<file path="src/rtl/gray_seq_pkg.sv">
// Shared types and helpers for the Gray-code step sequencer.
// Imported by the counter datapath and the controller.
package gray_seq_pkg;

  typedef enum logic [1:0] {
    ST_IDLE = 2'd0,
    ST_RUN  = 2'd1,
    ST_DONE = 2'd2
  } state_e;

  localparam logic DIR_UP   = 1'b1;
  localparam logic DIR_DOWN = 1'b0;

  localparam int GRAY_MAXW = 32;

  // Callers zero-extend into and truncate out of the widest supported width.
  function automatic logic [GRAY_MAXW-1:0] bin2gray(
    input logic [GRAY_MAXW-1:0] b
  );
    return b ^ (b >> 1);
  endfunction

endpackage

</file>
<file path="src/rtl/gray_updown_counter.sv">
// Up/down binary counter with a registered Gray-code mirror.
// Clear has priority over stepping and never raises wrap.
module gray_updown_counter
  import gray_seq_pkg::*;
#(
  parameter int WIDTH = 4
) (
  input  logic             clk,
  input  logic             rst,
  input  logic             en,
  input  logic             dir,
  input  logic             clr,
  output logic [WIDTH-1:0] bin,
  output logic [WIDTH-1:0] gray,
  output logic             wrap
);

  localparam logic [WIDTH-1:0] ONE  = {{(WIDTH-1){1'b0}}, 1'b1};
  localparam logic [WIDTH-1:0] ONES = {WIDTH{1'b1}};
  localparam logic [WIDTH-1:0] ZERO = {WIDTH{1'b0}};

  logic [WIDTH-1:0] bin_q;
  logic [WIDTH-1:0] bin_d;
  logic [WIDTH-1:0] gray_q;
  logic [WIDTH-1:0] gray_d;
  logic             wrap_q;
  logic             wrap_d;

  always_comb begin
    bin_d  = bin_q;
    wrap_d = 1'b0;
    if (clr) begin
      bin_d = ZERO;
    end else if (en) begin
      if (dir == DIR_UP) begin
        bin_d  = bin_q + ONE;
        wrap_d = (bin_q == ONES);
      end else begin
        bin_d  = bin_q - ONE;
        wrap_d = (bin_q == ZERO);
      end
    end
  end

  always_comb begin
    gray_d = WIDTH'(bin2gray(GRAY_MAXW'(bin_d)));
  end

  always_ff @(posedge clk or negedge rst) begin
    if (!rst) begin
      bin_q  <= ZERO;
      gray_q <= ZERO;
      wrap_q <= 1'b0;
    end else begin
      bin_q  <= bin_d;
      gray_q <= gray_d;
      wrap_q <= wrap_d;
    end
  end

  assign bin  = bin_q;
  assign gray = gray_q;
  assign wrap = wrap_q;

endmodule

</file>
<file path="src/rtl/gray_seq_ctrl.sv">
// Command sequencer: accepts one step command at a time and
// drives the Gray counter until the requested steps are done.
module gray_seq_ctrl
  import gray_seq_pkg::*;
#(
  parameter int WIDTH = 4
) (
  input  logic             clk,
  input  logic             rst,
  input  logic             cmd_valid,
  output logic             cmd_ready,
  input  logic [WIDTH-1:0] cmd_steps,
  input  logic             cmd_dir,
  input  logic             cmd_clear,
  input  logic             pause,
  output logic [WIDTH-1:0] gray_out,
  output logic [WIDTH-1:0] bin_out,
  output logic             busy,
  output logic             done,
  output logic             wrap
);

  localparam logic [WIDTH-1:0] ONE  = {{(WIDTH-1){1'b0}}, 1'b1};
  localparam logic [WIDTH-1:0] ZERO = {WIDTH{1'b0}};

  state_e           state_q;
  logic [WIDTH-1:0] rem_q;
  logic             dir_q;
  logic             done_q;

  logic accept;
  logic step;
  logic clr;

  assign accept = (state_q == ST_IDLE) && cmd_valid;
  assign step   = (state_q == ST_RUN) && !pause;
  assign clr    = accept && cmd_clear;

  always_ff @(posedge clk or negedge rst) begin
    if (!rst) begin
      state_q <= ST_IDLE;
      rem_q   <= ZERO;
      dir_q   <= DIR_UP;
      done_q  <= 1'b0;
    end else begin
      done_q <= 1'b0;
      unique case (state_q)
        ST_IDLE: begin
          if (cmd_valid) begin
            dir_q <= cmd_dir;
            rem_q <= cmd_steps;
            if (cmd_steps != ZERO) begin
              state_q <= ST_RUN;
            end else begin
              state_q <= ST_DONE;
              done_q  <= 1'b1;
            end
          end
        end
        ST_RUN: begin
          if (!pause) begin
            rem_q <= rem_q - ONE;
            if (rem_q == ONE) begin
              state_q <= ST_DONE;
              done_q  <= 1'b1;
            end
          end
        end
        ST_DONE: begin
          state_q <= ST_IDLE;
        end
        default: begin
          state_q <= ST_IDLE;
        end
      endcase
    end
  end

  gray_updown_counter #(
    .WIDTH(WIDTH)
  ) u_cnt (
    .clk (clk),
    .rst (rst),
    .en  (step),
    .dir (dir_q),
    .clr (clr),
    .bin (bin_out),
    .gray(gray_out),
    .wrap(wrap)
  );

  assign cmd_ready = (state_q == ST_IDLE);
  assign busy      = (state_q != ST_IDLE);
  assign done      = done_q;

endmodule

</file>
<file path="config.mk">
export PLATFORM = sky130hd
export DESIGN_NAME = gray_seq_ctrl
export DESIGN_NICKNAME = d
export VERILOG_FILES = /design/src/rtl/gray_seq_pkg.sv /design/src/rtl/gray_updown_counter.sv /design/src/rtl/gray_seq_ctrl.sv
export SDC_FILE = /design/constraint.sdc
export NUM_CORES = 1
export LEC_CHECK = 0
export CORE_UTILIZATION = 48
export DETAILED_ROUTE_END_ITERATION = 10
export HOLD_SLACK_MARGIN = 0.12
export PLACE_DENSITY = 0.78
export RECOVER_POWER = 50
export SLEW_MARGIN = 30
export SYNTH_ARGS = -nofsm -noshare
export SYNTH_HDL_FRONTEND = slang
export SYNTH_HIERARCHICAL = 1
export SYNTH_SLANG_ARGS = --single-unit
</file>
<file path="constraint.sdc">
create_clock -name clk -period 2.99 [get_ports clk]
set_clock_uncertainty 0.15 [all_clocks]
set_input_delay 0.598 -clock clk [delete_from_list [all_inputs] [get_ports clk]]
set_output_delay 0.598 -clock clk [all_outputs]
set_load 0.02 [all_outputs]
</file>
Yosys cells after proc, flatten, opt, wreduce, memory -nomap -nowiden. Index checks and enable logic that the tools add are counted.

Register bits after elaboration: 17. Input port bits: 10. Output and inout bits: 12. Logic and storage cells: 48.

Multiplexer cells: 19. Add/sub/neg operators: 3. Reductions and logical operators: 12. Eq/ne operators: 6. Bitwise operators: 1.

Operators by type and width (count): 4-bit 2-to-1 mux (5); 2-bit 2-to-1 mux (4); 4-bit one-hot mux with 2 select lines (1); 4-bit by 1-bit subtractor with 4-bit output (second input constant) (2); 1-bit 2-to-1 mux (7); 3-bit AND reduction (2); 4-bit by 1-bit adder with 4-bit output (second input constant) (1); 4-bit by 1-bit == test with 1-bit output (second input constant) (1); 4-bit == test (second input constant) (1); 4-bit logical NOT (1); 2-bit inequality test (second input constant) (2); 2-bit one-hot mux with 2 select lines (1); 2-bit nonzero test (2); 4-bit nonzero test (1); 4-bit by 3-bit XOR with 4-bit output (1); 1-bit logical AND (3); 2-bit by 1-bit == test with 1-bit output (second input constant) (1); 2-bit logical NOT (1); 2-bit by 1-bit inequality test with 1-bit output (second input constant) (1); 1-bit one-hot mux with 2 select lines (1); 2-bit AND reduction (1); 1-bit logical NOT (1).

Longest topological paths before layout.
Word-level depth: 5. Mapped depth: 7. Mapped depth without buffers: 7.

By module. The synthesis kept the hierarchy.

Modules (own cells, without submodules): gray_seq_ctrl (area an instance 519.2 um^2, sequential area each 201.4 um^2, cells each 54, instances 1); gray_updown_counter (area an instance 445.4 um^2, sequential area each 200.2 um^2, cells each 42, instances 1).

Worst setup path after synthesis. Ideal clock, no wire load.

Path type: reg2reg. From: register dir_q. To: register u_cnt.gray_q[2], in the netlist u_cnt/gray[2]. Data required time: 2.715 ns. Clock period less this slack: 2.262 ns. Stages on the path, launching flop included: 8. Setup slack: 0.728 ns. Buffers on the path: 0. Library setup time: 0.125 ns. Arrival time: 1.988 ns. Cell sequence: dfstp_2 inv_1 fa_1 xnor2_1 xnor2_1 xnor2_1 a21oi_1 mux2_2.

Cells in the longest elaborated chain, start to end: 4.

Ends and longest elaborated chain: from (decl) (RTL line gray_seq_ctrl.sv:28) `logic dir_q;`; from (signal assigned) (RTL line gray_seq_ctrl.sv:50) `dir_q <= cmd_dir;`; 4-bit 2-to-1 mux (RTL line gray_updown_counter.sv:35) `if (dir == DIR_UP) begin`; 4-bit 2-to-1 mux (RTL line gray_updown_counter.sv:34) `end else if (en) begin`; 4-bit 2-to-1 mux (RTL line gray_updown_counter.sv:32) `if (clr) begin`; 4-bit by 3-bit XOR with 4-bit output (RTL line gray_seq_pkg.sv:20) `return b ^ (b >> 1);`; net u_cnt.gray_d[2] (RTL line gray_updown_counter.sv:25) `logic [WIDTH-1:0] gray_d;`; to (signal assigned) (RTL line gray_updown_counter.sv:56) `gray_q <= gray_d;`; to (decl) (RTL line gray_updown_counter.sv:24) `logic [WIDTH-1:0] gray_q;`.

The timed path passes the listed nets, and every way through them passes these cells. A chain may end at the register's enable or synchronous reset.

Worst setup path after layout.
From: register state_q[1]. To: output port busy.

Cells in the longest elaborated chain, start to end: 1.

Ends and longest elaborated chain: from (decl) (RTL line gray_seq_ctrl.sv:26) `state_e state_q;`; from (signal assigned) (RTL line gray_seq_ctrl.sv:41) `state_q <= ST_IDLE;`; from (signal assigned) (RTL line gray_seq_ctrl.sv:53) `state_q <= ST_RUN;`; from (signal assigned) (RTL line gray_seq_ctrl.sv:55) `state_q <= ST_DONE;`; 2-bit nonzero test (RTL line gray_seq_ctrl.sv:93) `assign busy = (state_q != ST_IDLE);`; to (decl) (RTL line gray_seq_ctrl.sv:18) `output logic busy,`.

Every way passes these cells.

==> results list <==
* Status: completed
* Hold slack final: 0.431 ns
* Sequential share of the synthesized area: 41.6%
- Once the floorplan was initialized, standard cells occupied a little over half of the core.
- Synthesized area per cell: 10.0 sq um
* Classification of the worst setup path: reg2out
* Cts-stage hold buffer count: 0
- For this run, asynchronously set or reset flops after synthesis account for 100%.
- At the end of routability-driven placement, the weighted congestion stood at around 0.82.
* Worst slew slack as a fraction of its limit: 54.2%
- Number of rows created at floorplan: 15
- Most used standard cells in the synthesized netlist: dfrtp_1 (15), nor2_1 (12)
- For this run, the post-layout net count is 134.
- At the placement stage, the worst setup path has a slack of roughly 0.52 ns.
- The number of different library cells used by synthesis comes to 37.
- In the post-synthesis netlist, the biggest area contributors are dfrtp_1 (39%), ha_1 (5.2%), nor2_1 (4.7%).
- Fmax: 410 MHz
- Critical path required time: 2.24 ns
- Net Sw Frac: approximately 43%
- Post-detailed-route count of antenna-violating nets: 0
* Maximum capacitance violations: 0
- Entering global routing, the biggest net connects 17 pins.
* Floorplan die height: 46.8 um
* Final critical-path share of the clock period: 81.7%
* Slowest library cell on the worst path: dfrtp_1
* Cell type with the highest aggregate area in the netlist: dfrtp_1
* Fin. max-slew vios: 0
- In the post-route analysis, the smallest setup slack over all paths is ~0.55 ns.
- Synthesized netlist cell count: 96
* Arrival time of the worst setup path: between 1.5 and 2 ns
- Class of the tightest hold or removal check: reg2reg
- Across the VDD grid, the largest voltage drop is 0.000866 V.
* Synth warnings: 6
- The clock reaches the later pin of the worst-skew pair after 0.29 ns.
* Horizontal die dimension: 46.8 um
- Beginning of the worst register-to-register path: dir_q$_DFFE_PN1P_
* Half-perimeter wire length after placement: 1630 um
- In the synthesized netlist the dominant register cell turns out to be dfrtp_1.
* Power Internal: approximately 840 uW
- Wire length per cell: 14.8 um
- Clock-pin slew was measured on the worst setup and hold paths at 0.10 ns.
- Global-route wire length before repair: around 3400 um
- The worst setup path is launched from a flop.
- The final-report hold violation count was 0.
- CTS root buf: clkbuf_4
- Gates resized, CTS repair: 0
- Overflow left after global routing: 0
- Static power due to leakage: 0.000509 uW
- Total negative slack: 0 ns
- The longest clock path from root to sink contains 2 buffers.
- The repair_antennas step left the layout with diodes totalling 0.
- Setup repair after global routing left no endpoint under its margin.
- Of the total power, combinational logic draws 60.0%.
- Cell Pwr Density: 1220 nW/um^2
- Yosys mapped a number of flops with a built-in enable equal to 0.
- During I/O placement, the number of pins put on the boundary was 22.
- The routed design has 2120 um of wire.
* Pre-antenna DRT Iters: 4
- The most critical setup path has its startpoint at state_q[1]$_DFFE_PN0P_.
- Via count of the first global-routing pass: approximately 740
- CTS built an H-tree with a depth of 1.
- Number of buffers added by the clock tree synthesis step: 3
* Period minus WS final: 2.44 ns
* Power spent charging and discharging nets: 646 uW
- The synthesized netlist occupies a cell area of 965 sq um.
- Chain of cells forming the critical path: nor2_4 -> inv_1 -> clkdlybuf4s50_1
- Number of design rule violations left after detail routing: 0
- In this run, the number of DRC markers left after iteration 0 of detailed routing was 26.
- Sequential power share: roughly 30%
- Via count of the routed design: about 800
- The share of synthesized area in the top cell type comes to around two fifths.
- CTS tree: done
- Total GRT Usage: 22.5%
- Standard cell core area: 1800 sq um
* Total Die Area: 2190 sq um
* Share of final-layout standard cells stronger than drive strength 1: a little under an eighth
- The number of antenna violations at the first check in global routing came to 0.
- Crit end category: output pin
- The clock network is responsible for 10.0% of the overall power.
- The number of setup buffers added after CTS is 0.
- Count of buffers inserted at the top-level ports: 21
- The worst hold path begins at rem_q[2]$_DFFE_PN0P_.
- The number of nets in the synthesized netlist is 111.
- The synthesized design contains 16 register bits.
- In this design, the largest share of critical-path delay is due to buffers and inverters.
- For the pin with the worst max-slew slack, the measured transition is 0.685 ns.
* Via-per-instance ratio: 5.62
- Total power consumption of the routed design: 1490 uW
* # setup viols final: 0
* CP bufs+invs: 2
- Filler cell count: roughly 150
- Cell with the most instances after synthesis: dfrtp_1
- Largest driver fanout on the critical path: 11
- CTS saw 16 sinks.
- Compared with the post-synthesis result, the final layout area differs by 26.6%.
- Critical Path Max Stage Delay: 0.62 ns
-- per-stage QoR --
step / util [%] / cell area [sq um] / cells
detailed placement: 66.0 / 1190 / 139
finish: 67.8 / 1220 / 143
CTS: 68.0 / 1220 / 143
global placement: 66.0 / 1190 / 139
floorplan: - / 965 / 96
global route: 67.8 / 1220 / 143
-- sequential cells by signal (all words and copies together), names as in the netlist --
| register | flops |
|---|---|
| rem_q | 4 |
| u_cnt/bin | 4 |
| u_cnt/gray | 3 |
| state_q | 2 |
| dir_q | 1 |
| done | 1 |
| u_cnt/wrap | 1 |
-- placed cells by master, fill, tap and decap left out, types with 4 or more instances in the layout --
cell type	Yosys	layout
a21oi_1	4	4
and3_1	4	4
clkdlybuf4s50_1	0	19
dfrtp_1	15	15
ha_1	4	4
inv_1	4	4
nor2_1	12	12
nor3b_1	4	4
o21ai_0	4	4
xnor2_1	4	4
-- power groups by stage --
| stage | Sequential (uW) | Combinational, uW | Clock [uW] |
|---|---|---|---|
| 3_5_place_dp | 450 | 887 | 0 |
| 2_1_floorplan | 476 | 589 | 0 |
| 3_3_place_gp | 447 | 850 | 0 |
| 6_report | 447 | 894 | 149 |
| 5_1_grt | 462 | 971 | 162 |
| 4_1_cts | 446 | 897 | 151 |
-- cell type report --
cell class | count | area, sq um | share of cell area (%)
multi-input combinational | 70 | 512 | 41.9
clock buffer | 4 | 36.3 | 2.97
inverter | 5 | 18.8 | 1.54
tap | 25 | 31.3 | 2.56
sequential | 16 | 402 | 32.9
timing repair buffer | 23 | 221 | 18.1
-- layer usage --
layer	track usage, %	share of wire, %	routed length, um	vias to the layer above
met1	30.8	46	974	388
met4	5.14	0	0	0
met3	4.62	4.6	97	0
met5	0	0	0	-
li1	-	-	-	387
met2	36.7	49	1040	28
-- logic make-up after synthesis --
family,Yosys count,share of synthesized area (%)
buffers and inverters,10,5.32
adders and majority gates,5,7.26
and+or+nand+nor,34,21.3
AOI/OAI and AO/OA,21,14.8
DFF,16,41.6
xor gates and xnor gates,7,6.36
muxes,3,3.37
-- final timing paths --
kind	endpoint	slack (ns)	cells past startpoint
worst min-delay path	rem_q[2]$_DFFE_PN0P_	0.43	1
max in group asynchronous	u_cnt/bin[2]$_DFF_PN0_	1.63	1
worst min register to register	rem_q[2]$_DFFE_PN0P_	0.43	1
min in group asynchronous	done$_DFF_PN0_	0.63	1
worst max register to register	u_cnt/gray[2]$_DFF_PN0_	0.56	7
worst max-delay path	busy	0.55	3
No activity file was read; power rests on OpenSTA's default activity.
==> RTL change 1, RTL diff (same settings) <==
Re-encode `state_e` (3 states) as one-hot, 3 bits wide.
--- a/src/rtl/gray_seq_pkg.sv
+++ b/src/rtl/gray_seq_pkg.sv
@@ -3,8 +3,8 @@
 package gray_seq_pkg;
 
-  typedef enum logic [1:0] {
-    ST_IDLE = 2'd0,
-    ST_RUN  = 2'd1,
-    ST_DONE = 2'd2
+  typedef enum logic [2:0] {
+    ST_IDLE = 3'b001,
+    ST_RUN  = 3'b010,
+    ST_DONE = 3'b100
   } state_e;
 
Behaviour: same outputs for any inputs over 10 cycles, from zero or initial values and one cycle with rst low; not proved beyond that.
==> RTL change 1 against the unedited design <==
Sequential cell count grew 1. Synthesized area rose by 3.8%. Largest power group unchanged. Utilization decreased by 4.2 points. Via count down 2.5%. Register-to-register slack better by 0.02 ns. Wire length down 4.3%. Count of clock-buffer cells in the layout stayed put. Setup slack gained 0.0021 ns. Cell area rose by 2.2%. Sequential power shrank 4.7%. Total power shrank 16%.
==> RTL change 1: results (changes against the unedited design) <==
Power and ir drop
  – Worst VDD drop: 0.000481 V (-44%)
  – P_int: 0.724 mW (-14%)
  – P_clk: 0.115 mW (-23%)
  – Switching power: 0.522 mW (-19%)
  – Seq pwr: 0.426 mW (-4.7%)
  – Leakage: 0.531 nW (+4.2%)

Timing
  – Slew @ Worst Pin: 0.731 ns (+0.0463 ns)
  – Period utilization: 0.816 (about the same)
  – Hold Slack: 0.352 ns (-0.0793 ns)

Routing
  – Met3 wire length: 137 µm (+41%)
  – Initial DRT Pass Iterations: 6 (+2)
  – Met2 WL: 957 µm (-8.3%)
  – Post-route met1 wirelength: 932 µm (-4.3%)
  – Routed WL per cell: 14.2 µm (-4.3%)
  – Iter 0 DRT Violations: 20 (-23%)
  – Vias: 783 (-2.5%)
  – Via/cell ratio: 5.48 (-2.5%)

Place
  – Dpl cells: 139 (unchanged)
  – Detailed placer's ending HPWL: 1.53 mm (-5.9%)
  – DP Worst Slack: 0.532 ns (+0.0131 ns)

Synth
  – Synth unique cells: 39 (+5.4%)
  – Synthesized Nets: 107 (-3.6%)
  – Avg Cell Area, Syn: 10.9 µm² (+8.3%)
  – Post-synthesis sequential area ratio: 0.428 (+0.0112)
  – Top post-synthesis cells by area: dfrtp_1, dfstp_2, ha_1, mux2i_1, xnor2_1
  – Commonest cells in the synthesized netlist: dfrtp_1, nor2_1, inv_1

Final layout
  – Filler instances: 182 (+18%)
  – Final nets: 132 (-1.5%)
  – Share of cells above drive strength 1: 0.0948 (-0.0238)
  – N_diodes: 0 (unchanged)

Worst setup path
  – Flop2flop setup slack: 0.58 ns (+0.02 ns)
  – Max Fanout on Critical Path: 6 (-5)
  – Slowest cell on the critical path: clkdlybuf4s50_1

Global route
  – Grt met2 use: 0.323 (-0.0434)
  – Largest net degree at the start of global routing: 18 (+1)
  – Vias in the first global route: 700 (-5.8%)
  – First-pass GRT wire length: 3.18 mm (-6.9%)
  – Total track usage: 0.206 (-0.0188)
  – Met1 usage: 0.283 (-0.0255)
  – Routing usage on met3: 0.0566 (+0.0104)

Run status
  – Status: completed

Floorplan
  – Row cnt: 16 (+1)
==> RTL change 1: cell types whose count changed in the layout (fill, tap and decap cells not counted), moves of 2 or more <==
| cell | unedited run | this run |
|---|---|---|
| nor2_1 | 12 | 9 |
| o21ai_0 | 4 | 2 |
| inv_1 | 4 | 6 |
| nand2_1 | 1 | 4 |
| mux2i_1 | 1 | 5 |
| a211oi_1 | 3 | 1 |
| a22o_1 | 0 | 2 |
| o211ai_1 | 0 | 2 |
| a31oi_1 | 3 | 1 |
| nand2b_1 | 2 | 0 |
| and3_1 | 4 | 2 |
| nor3b_1 | 4 | 1 |
| o22ai_1 | 0 | 3 |
==> RTL change 1: cell type report <==
class | count | area, µm² | area share
Inverter | 6 | 22.5 | 0.0181
Sequential cell | 17 | 428 | 0.343
Multi-Input combinational cell | 66 | 515 | 0.413
Timing Repair Buffer | 23 | 221 | 0.178
Tap cell | 27 | 33.8 | 0.0271
Clock buffer | 4 | 26.3 | 0.0211
==> RTL change 1: cell families (layout without fill, tap and decap cells) <==
group | after synthesis | after routing | synth area share
AO/OA/AOI/OAI | 16 | 16 | 0.118
multiplexers | 6 | 6 | 0.0613
flip-flops | 17 | 17 | 0.427
XOR/XNOR | 7 | 7 | 0.0613
buffers and inverters | 9 | 33 | 0.0462
adder cells (fa/ha/maj) | 5 | 5 | 0.0700
AND/OR/NAND/NOR | 32 | 32 | 0.216
==> RTL change 1: final timing paths <==
| check | to | depth (start not counted) | from |
|---|---|---|---|
| max in group asynchronous | rem_q[2] | 1 | rst |
| setup / recovery | busy | 4 | state_q[2] |
| min in group asynchronous | state_q[1] | 1 | rst |
| hold / removal | dir_q | 2 | dir_q |
| hold reg to reg | dir_q | 2 | dir_q |
| setup reg to reg | u_cnt/gray[2] | 7 | dir_q |
==> RTL change 2, RTL diff (config.mk and constraints unchanged) <==
Without the edit above. `WIDTH` is set to 4 in 2 places; all go to 6.
--- a/src/rtl/gray_updown_counter.sv
+++ b/src/rtl/gray_updown_counter.sv
@@ -4,5 +4,5 @@
   import gray_seq_pkg::*;
 #(
-  parameter int WIDTH = 4
+  parameter int WIDTH = 6
 ) (
   input  logic             clk,
--- a/src/rtl/gray_seq_ctrl.sv
+++ b/src/rtl/gray_seq_ctrl.sv
@@ -4,5 +4,5 @@
   import gray_seq_pkg::*;
 #(
-  parameter int WIDTH = 4
+  parameter int WIDTH = 6
 ) (
   input  logic             clk,
Ports: changed (resized bin_out, cmd_steps and gray_out); port bits go from 22 to 28. No check against the original RTL was run, so the function may have changed too.
==> RTL change 2 against the unedited design <==
Wire length up 36%. Sequential share of layout area shrank 0.72 points. Setup slack worse by 0.15 ns. Synthesized area increased by 47%. Cell area up 40%. Combinational power rose by 54%. Total power grew 49%. Die area is 45% higher. Critical path depth up 4. Sequential cell count increased by 6. Count of clock-buffer cells in the layout down 1. Critical path type is now flip-flop to flip-flop. Largest power group unchanged. Highest routed layer is now met4.
==> RTL change 2: results (changes against the unedited design) <==
Run status
  – Status: completed

Routing
  – Initial DRT Pass Iterations: 4 (unchanged)
  – Via/cell ratio: 5.72 (+1.8%)
  – Routed WL per cell: 14.4 µm (-2.5%)
  – Vias: 1138 (+42%)
  – Met2 WL: 1.36 mm (+30%)
  – Post-route met1 wirelength: 1.40 mm (+43%)
  – Met3 wire length: 82 µm (-15%)
  – Uppermost layer routed: met4
  – Iter 0 DRT Violations: 41 (+58%)

Clock tree
  – Postcts setup bufs: 0 (unchanged)
  – Clock buffer depth: 2 (unchanged)
  – H-tree depth: 1 (unchanged)
  – CTS Root Cell: clkbuf_4
  – Worst-Skew Late Latency: 0.32 ns (+0.03 ns)
  – Num CTS Buffers: 3 (unchanged)
  – Clock transition at path regs: 0.13 ns (+0.03 ns)
  – PostCTS Resize Cnt: 0 (unchanged)

Power and ir drop
  – Flop pwr share: 0.276 (-0.024)
  – Net Sw Frac: 0.438 (+0.00400)
  – Worst VDD drop: 0.000755 V (-13%)
  – Leakage: 0.741 nW (+45%)
  – P_comb: 1.38 mW (+54%)
  – P_int: 1.25 mW (+48%)

Worst setup path
  – WP data arrival: 2.69 ns (+1.00 ns)
  – CP peak stage delay: 0.65 ns (+0.03 ns)
  – Slowest cell on the critical path: dfstp_2
  – CP top delay family: flip-flops
  – Max Fanout on Critical Path: 8 (-3)

Place
  – GP Congestion: 0.920 (+12%)
  – DP Worst Slack: 0.362 ns (-0.157 ns)
  – Area of placed instances: 0.00168 mm² (+41%)
  – Detailed placer's ending HPWL: 2.15 mm (+32%)
  – Dpl cells: 195 (+40%)
  – Port bufs: 27 (+29%)

Global route
  – Largest net degree at the start of global routing: 23 (+6)
  – First-pass GRT wire length: 5.05 mm (+48%)
  – Routing usage on met3: 0.0230 (-0.0231)
  – Met1 usage: 0.293 (-0.0156)
  – Antenna violations before repair: 0 (unchanged)
  – Total track usage: 0.205 (-0.0203)
  – Grt met2 use: 0.323 (-0.0435)

Synth
  – Post-synthesis xor/xnor area fraction: 0.0592 (-0.00437)
  – Post-Synthesis Cells: 141 (+47%)
  – Commonest cells in the synthesized netlist: dfrtp_1, nor2_1, a21oi_1
  – Post-synth ARST share: 1.00 (unchanged)
  – Post-Synth Adder-Cell Area: 0.0671 (-0.00550)
  – Post-synthesis sequential area ratio: 0.390 (-0.0268)
  – YS warnings: 6 (unchanged)
  – Fraction of synthesized area in multiplexers: 0.0221 (-0.0116)
  – Top post-synthesis cells by area: dfrtp_1, ha_1, nor2_1, a21oi_1, xor2_1
  – Synthesized Nets: 160 (+44%)
  – Synth unique cells: 44 (+19%)
  – Synth Area in Compound Gates: 0.170 (+0.0218)

Timing
  – # setup viols final: 0 (unchanged)
  – Slew @ Worst Pin: 1.16 ns (+0.472 ns)

Hold path
  – Worst Hold Class: flip-flop to flip-flop

Final layout
  – Share of cells above drive strength 1: 0.0952 (-0.0234)
  – Filler instances: 252 (+64%)
  – Final nets: 188 (+40%)
==> RTL change 2: cell types whose count changed after synthesis, moves of 6 or more <==
| cell | delta |
|---|---|
| a21oi_1 | +6 |
| o21ai_1 | +6 |
| dfrtp_1 | +6 |
| nor2_1 | +7 |
==> RTL change 2: path summary, 6_finish.rpt <==
check	from	endpoint	slack, ns	cells after the start
max	dir_q	u_cnt/gray[4]	0.40	7
min	rem_q[4]	rem_q[4]	0.43	2
max reg2reg	dir_q	u_cnt/gray[4]	0.40	7
min reg2reg	rem_q[4]	rem_q[4]	0.43	2
max in group asynchronous	rst	u_cnt/gray[3]	1.13	2
min in group asynchronous	rst	u_cnt/gray[0]	0.86	2
==> RTL change 2: area by class of cell <==
class | count | area, µm² | share of cell area
clock buffers | 3 | 22.5 | 0.0131
clock inverters | 1 | 30.0 | 0.0175
inverters | 4 | 15.0 | 0.00875
multi-input cells | 109 | 776 | 0.452
flip-flops and latches | 22 | 552 | 0.322
well taps | 31 | 38.8 | 0.0226
repair buffers | 29 | 282 | 0.164
